File: src/rtl/piano_pkg.sv
// Shared note encoding and recorder state type for the piano datapath.
// Both the recorder (writer) and the player (reader) agree on this layout.
package piano_pkg;

    localparam int NOTE_W = 5;
    localparam int IDX_W  = 3;

    localparam logic [NOTE_W-1:0] NOTE_REST = 5'b0;

    localparam logic [1:0] PITCH_LOW  = 2'b01;
    localparam logic [1:0] PITCH_MID  = 2'b00;
    localparam logic [1:0] PITCH_HIGH = 2'b10;

    // Stored note: pitch in the top two bits, 1..7 = do..si below, 0 = rest.
    typedef struct packed {
        logic [1:0]       pitch;
        logic [IDX_W-1:0] idx;
    } note_t;

    typedef enum logic [1:0] {IDLE, ARM, REC, DONE} rec_state_t;

    // The unused pitch code 11 plays as middle.
    function automatic logic [1:0] norm_pitch(input logic [1:0] p);
        return (p == 2'b11) ? PITCH_MID : p;
    endfunction

endpackage

File: src/rtl/rec_ram.sv
// Song buffer: one write port, one registered read port, read-first.
// A cleared read strobe forces the read register to zero.
module rec_ram #(
    parameter int DEPTH = 64,
    parameter int AW    = 6,
    parameter int W     = 13
) (
    input  logic          clk,
    input  logic          rst_n,
    input  logic          wr_en,
    input  logic [AW-1:0] wr_addr,
    input  logic [W-1:0]  wr_data,
    input  logic          rd_valid,
    input  logic [AW-1:0] rd_addr,
    output logic [W-1:0]  rd_data
);

    logic [W-1:0] mem [DEPTH];

    // NOTE: the array has no reset; song_len alone decides which entries are valid.
    always_ff @(posedge clk) begin
        if (wr_en) mem[wr_addr] <= wr_data;
    end

    // NOTE: non-blocking assignments give read-first: a same-cycle write lands after this read.
    always_ff @(posedge clk) begin
        if (!rst_n)        rd_data <= '0;
        else if (rd_valid) rd_data <= mem[rd_addr];
        else               rd_data <= '0;
    end

endmodule

File: src/rtl/note_recorder.sv
// Records key/pitch input, sampled on tick, as {note, duration} entries
// and serves them back through a registered read port for auto-play.
module note_recorder
    import piano_pkg::*;
#(
    parameter int DEPTH = 64,
    parameter int AW    = 6,
    parameter int DUR_W = 8
) (
    input  logic             clk,
    input  logic             rst_n,
    input  logic             tick,
    input  logic             rec_start,
    input  logic             rec_stop,
    input  logic [6:0]       key,
    input  logic [1:0]       pitch,
    input  logic [AW-1:0]    rd_addr,
    output logic [4:0]       rd_note,
    output logic [DUR_W-1:0] rd_dur,
    output logic [AW:0]      song_len,
    output logic             recording,
    output logic             full
);

    localparam int W = NOTE_W + DUR_W;

    rec_state_t       state;
    note_t            cur_note;
    logic [DUR_W-1:0] dur;
    logic [AW-1:0]    wr_ptr;

    note_t          s_note;
    logic [2:0]     idx;
    logic           sat;
    logic           wr_en;
    logic           wr_last;
    logic           rd_valid;
    logic [W-1:0]   rd_data;

    // Lowest pressed key wins; scanning downward leaves the lowest set bit last.
    // NOTE: every combinational output gets a default first so no latch is inferred.
    always_comb begin
        idx = '0;
        for (int i = 6; i >= 0; i--) begin
            if (key[i]) idx = 3'(i + 1);
        end
        s_note.idx   = idx;
        s_note.pitch = (idx == '0) ? PITCH_MID : norm_pitch(pitch);

        sat   = (dur == {DUR_W{1'b1}});
        wr_en = 1'b0;
        if (state == REC) begin
            if (rec_stop)       wr_en = (cur_note != NOTE_REST);
            else if (rec_start) wr_en = 1'b0;
            else if (tick)      wr_en = (s_note != cur_note) || sat;
        end
        wr_last  = wr_en && (wr_ptr == AW'(DEPTH - 1));
        rd_valid = ({1'b0, rd_addr} < song_len);
    end

    // Priority: rec_stop, then rec_start, then tick sampling.
    always_ff @(posedge clk) begin
        if (!rst_n) begin
            state     <= IDLE;
            cur_note  <= '0;
            dur       <= '0;
            wr_ptr    <= '0;
            song_len  <= '0;
            recording <= 1'b0;
            full      <= 1'b0;
        end else begin
            if (wr_en) begin
                wr_ptr   <= wr_ptr + 1'b1;
                song_len <= song_len + 1'b1;
            end

            if (rec_stop) begin
                if (state == ARM) begin
                    state     <= DONE;
                    song_len  <= '0;
                    recording <= 1'b0;
                end else if (state == REC) begin
                    state     <= DONE;
                    recording <= 1'b0;
                    if (wr_last) full <= 1'b1;
                end
            end else if (rec_start) begin
                state     <= ARM;
                wr_ptr    <= '0;
                song_len  <= '0;
                full      <= 1'b0;
                recording <= 1'b1;
            end else if (tick) begin
                case (state)
                    ARM: begin
                        if (s_note != NOTE_REST) begin
                            cur_note <= s_note;
                            dur      <= DUR_W'(1);
                            state    <= REC;
                        end
                    end
                    REC: begin
                        if (wr_last) begin
                            full      <= 1'b1;
                            state     <= DONE;
                            recording <= 1'b0;
                        end else if (wr_en) begin
                            cur_note <= s_note;
                            dur      <= DUR_W'(1);
                        end else begin
                            dur <= dur + 1'b1;
                        end
                    end
                    default: ;
                endcase
            end
        end
    end

    rec_ram #(.DEPTH(DEPTH), .AW(AW), .W(W)) u_ram (
        .clk      (clk),
        .rst_n    (rst_n),
        .wr_en    (wr_en),
        .wr_addr  (wr_ptr),
        .wr_data  ({cur_note, dur}),
        .rd_valid (rd_valid),
        .rd_addr  (rd_addr),
        .rd_data  (rd_data)
    );

    assign rd_note = rd_data[W-1:DUR_W];
    assign rd_dur  = rd_data[DUR_W-1:0];

endmodule

File: config.mk
export PLATFORM = sky130hd
export DESIGN_NAME = note_recorder
export DESIGN_NICKNAME = d
export VERILOG_FILES = /design/src/rtl/piano_pkg.sv /design/src/rtl/rec_ram.sv /design/src/rtl/note_recorder.sv
export SDC_FILE = /design/constraint.sdc
export NUM_CORES = 1
export LEC_CHECK = 0
export CAP_MARGIN = 25
export CORE_ASPECT_RATIO = 1.4
export CORE_MARGIN = 10
export CORE_UTILIZATION = 40
export CTS_CLUSTER_DIAMETER = 100
export DETAILED_ROUTE_END_ITERATION = 16
export PLACE_DENSITY = 0.64
export SYNTH_ARGS = -nofsm -noshare
export SYNTH_HDL_FRONTEND = slang
export SYNTH_SLANG_ARGS = --single-unit
File: constraint.sdc
create_clock -name clk -period 7.08 [get_ports clk]
set_input_delay 0.708 -clock clk [delete_from_list [all_inputs] [get_ports clk]]
set_output_delay 0.708 -clock clk [all_outputs]
set_load 0.005 [all_outputs]
==> impl_metrics.env <==
export IMPL_finalClockSkew_ns=0.02389
export IMPL_synth_fp_nets=1590
export IMPL_arrival_ns=4.49
export IMPL_tritoncts="yes"
export IMPL_grt_max_degree=118
export IMPL_yosysUniqueCellTypes=59
export IMPL_path_cells="inv_1 > o311a_2 > nand4_4 > o21ai_2 > buf_4 > or4b_1 > nor2_1"
export IMPL_path_class="flip-flop to flip-flop"
export IMPL_critPathMaxStageDelay_ns=0.93
export IMPL_hold_violations=0
export IMPL_fill_cells=6881
export IMPL_drc=0
export IMPL_place_gp_congestion=0.8457
export IMPL_wl_met3_um=4420
export IMPL_worstHoldPathType="flip-flop to flip-flop"
export IMPL_ys_seq_area_share_pct=75.52
export IMPL_start_util_pct=40.42
export IMPL_dieArea_um2=97820
export IMPL_diodes=0
export IMPL_cp_start_kind="flip-flop"
export IMPL_rsz0062_at_grt="false"
export IMPL_cts_buffers=77
export IMPL_port_buffers=41
export IMPL_cts_hold_buf=0
export IMPL_cts_sinks=875
export IMPL_async_reset_ff_share_pct=0
export IMPL_cts_resized=0
export IMPL_timing_fmax_mhz=234.0
export IMPL_cap_violations=0
export IMPL_insertion_delay_ns=0.62
export IMPL_critPathRequiredTime_ns=7.30
export IMPL_synth_seq_cells=875
export IMPL_grt_pass1_vias=16559
export IMPL_cts_buffer_depth=3
export IMPL_hpwl_um=49610
export IMPL_area_growth_pct=12.83
export IMPL_fp_row_count=126
export IMPL_grt_pass1_wl_um=118300
export IMPL_fin_crit_ns=4.273
export IMPL_relSlewSlack_pct=32.48
export IMPL_synth_area_um2=34220
export IMPL_status="finished, final reports clean"
export IMPL_synthCells=1562
export IMPL_avgSynthCellArea_um2=21.91
export IMPL_final_common_cell="edfxtp_1"
export IMPL_worst_r2r_setup_slack_ns=2.81
export IMPL_die_w_um=267.2
export IMPL_wl_per_cell_um=28.99
export IMPL_power_mw=10.07
export IMPL_vias=16101
export IMPL_cpMaxStageDelayCell="nor2_1"
export IMPL_instances_no_fill=2794
export IMPL_min_period_over_period_pct=60.35
export IMPL_fin_tns_setup_ns=0
export IMPL_drt_iter0_drc=1577
export IMPL_drive_gt1_share_pct=28.55
export IMPL_grt_antenna_before_repair=1
export IMPL_die_h_um=366.1
export IMPL_drt_pass1_iterations=5
export IMPL_route_antenna_remaining_nets=0
export IMPL_layout_common_cells="edfxtp_1 (832), mux4_2 (260), clkbuf_16 (79)"
export IMPL_post_cts_setup_buffers=0
export IMPL_ir_drop_mv=0.2232
export IMPL_core_area_um2=84660
export IMPL_synthTopCellsByArea="edfxtp_1 (73%), mux4_2 (17%), dfxtp_1 (2.5%), nor2_1 (0.67%), a211oi_1 (0.59%)"
export IMPL_dr_max_layer_used="met4"
export IMPL_grt_ovfl_total=0
export IMPL_path_max_fanout=67
export IMPL_io_pins=42
export IMPL_ys_flop_type="edfxtp_1"
export IMPL_leakage_nw=11.69
export IMPL_wl_met1_um=30450
export IMPL_powerDensity_nw_per_um2=260.9
export IMPL_clk_pin_slew_worst_paths_ns=0.07
export IMPL_place_inst=2650
export IMPL_synth_top_area_cell="edfxtp_1"
export IMPL_via_per_inst=5.763
export IMPL_synth_top_cell_area_share_pct=73.01
export IMPL_yosys_warnings=0
export IMPL_h_tree_depth=3
export IMPL_setup_violations_final=0
export IMPL_layout_nets=1678
export IMPL_wl_met2_um=43680
export IMPL_endpoint_kind="flip-flop"
export IMPL_synth_edf_count=832
export IMPL_slew_viol_final=0
export IMPL_gr_usage_all_layers_pct=16.55
export IMPL_cts_root_buf="clkbuf_16"
export IMPL_holdWs_ns=0.5085
export IMPL_routed_wl_um=81010
export IMPL_tightest_slew_ns=1.009
## Yosys cell counts, types with 3 or more instances
master,count
inv_1,16
nor2_1,61
or4_4,5
nand2b_1,8
a211oi_1,27
mux4_2,260
buf_6,5
or2_2,3
nand4b_1,3
nor2_2,24
nor2b_1,16
a21oi_1,19
o21a_1,3
ha_1,8
mux2i_1,19
buf_1,12
or3_1,14
nand2_1,24
nor3_1,4
dfxtp_1,43
nand3_1,13
o21ai_0,15
nand4_1,7
a21o_1,5
or3b_2,4
and2_1,3
clkbuf_1,42
edfxtp_1,832
buf_2,27
## power breakdown
group | switching, mW | leakage [nW] | total, mW | internal, mW
Sequential | 0.0108 | 7.84 | 5.60 | 5.59
Combinational | 0.198 | 2.65 | 0.363 | 0.164
Clock | 1.80 | 1.20 | 4.11 | 2.31
## sequential cells by signal, summed over array words and instances (netlist names)
register and cells:
full 1, recording 1, dur 8, state 2, u_ram.mem 832, wr_ptr 6
u_ram.rd_data 13, cur_note 5, song_len 7
## worst max-delay path, delay by kind of cell (launching register included)
family          cells  cell delay, ns
simple gates        3            1.98
buf+inv             2            0.43
compound gates      2            0.56
flops               1            0.90
## routing by layer
metal  vias up  track usage, %
li1       6740               -
met3       111           2.414
met5         -               0
met2       557           29.47
met1      8693           20.20
met4         0           5.701
## cells by family after synthesis
family	synth area share, %
flops	75.52
fa+ha+maj	0.2925
buf+inv	1.327
compound gates	1.751
mux	17.67
xor+xnor	0.1024
simple gates	3.338
## stage by stage
| stage | instance area, µm² | setup WS [ns] | util, % |
|---|---|---|---|
| after floorplan | 34220 | 3.148 | - |
| after global placement | 35840 | 2.147 | 42.33 |
| after detailed placement | 36080 | 2.145 | 42.61 |
| after CTS | 38520 | 2.703 | 45.50 |
| after global routing | 38610 | 2.608 | 45.61 |
| final | 38610 | 2.807 | 45.61 |
## final timing paths
check / from / endpoint / cells past startpoint
max: dur[4] / u_ram.mem[6][7] / 7
min: song_len[5] / song_len[5] / 2
max reg2reg: dur[4] / u_ram.mem[6][7] / 7
min reg2reg: song_len[5] / song_len[5] / 2
## layout make-up
type / count / area (µm²) / area share [%]
Timing Repair Buffer: 95 / 948.4 / 2.456
Tap cell: 1088 / 1361 / 3.526
Clock inverter: 42 / 370.4 / 0.9592
Clock buffer: 93 / 2069 / 5.360
Multi-Input combinational cell: 585 / 7923 / 20.52
Sequential cell: 875 / 25880 / 67.02
Inverter: 16 / 60.06 / 0.1555
Note: power is estimated with default switching activity, not from simulation.
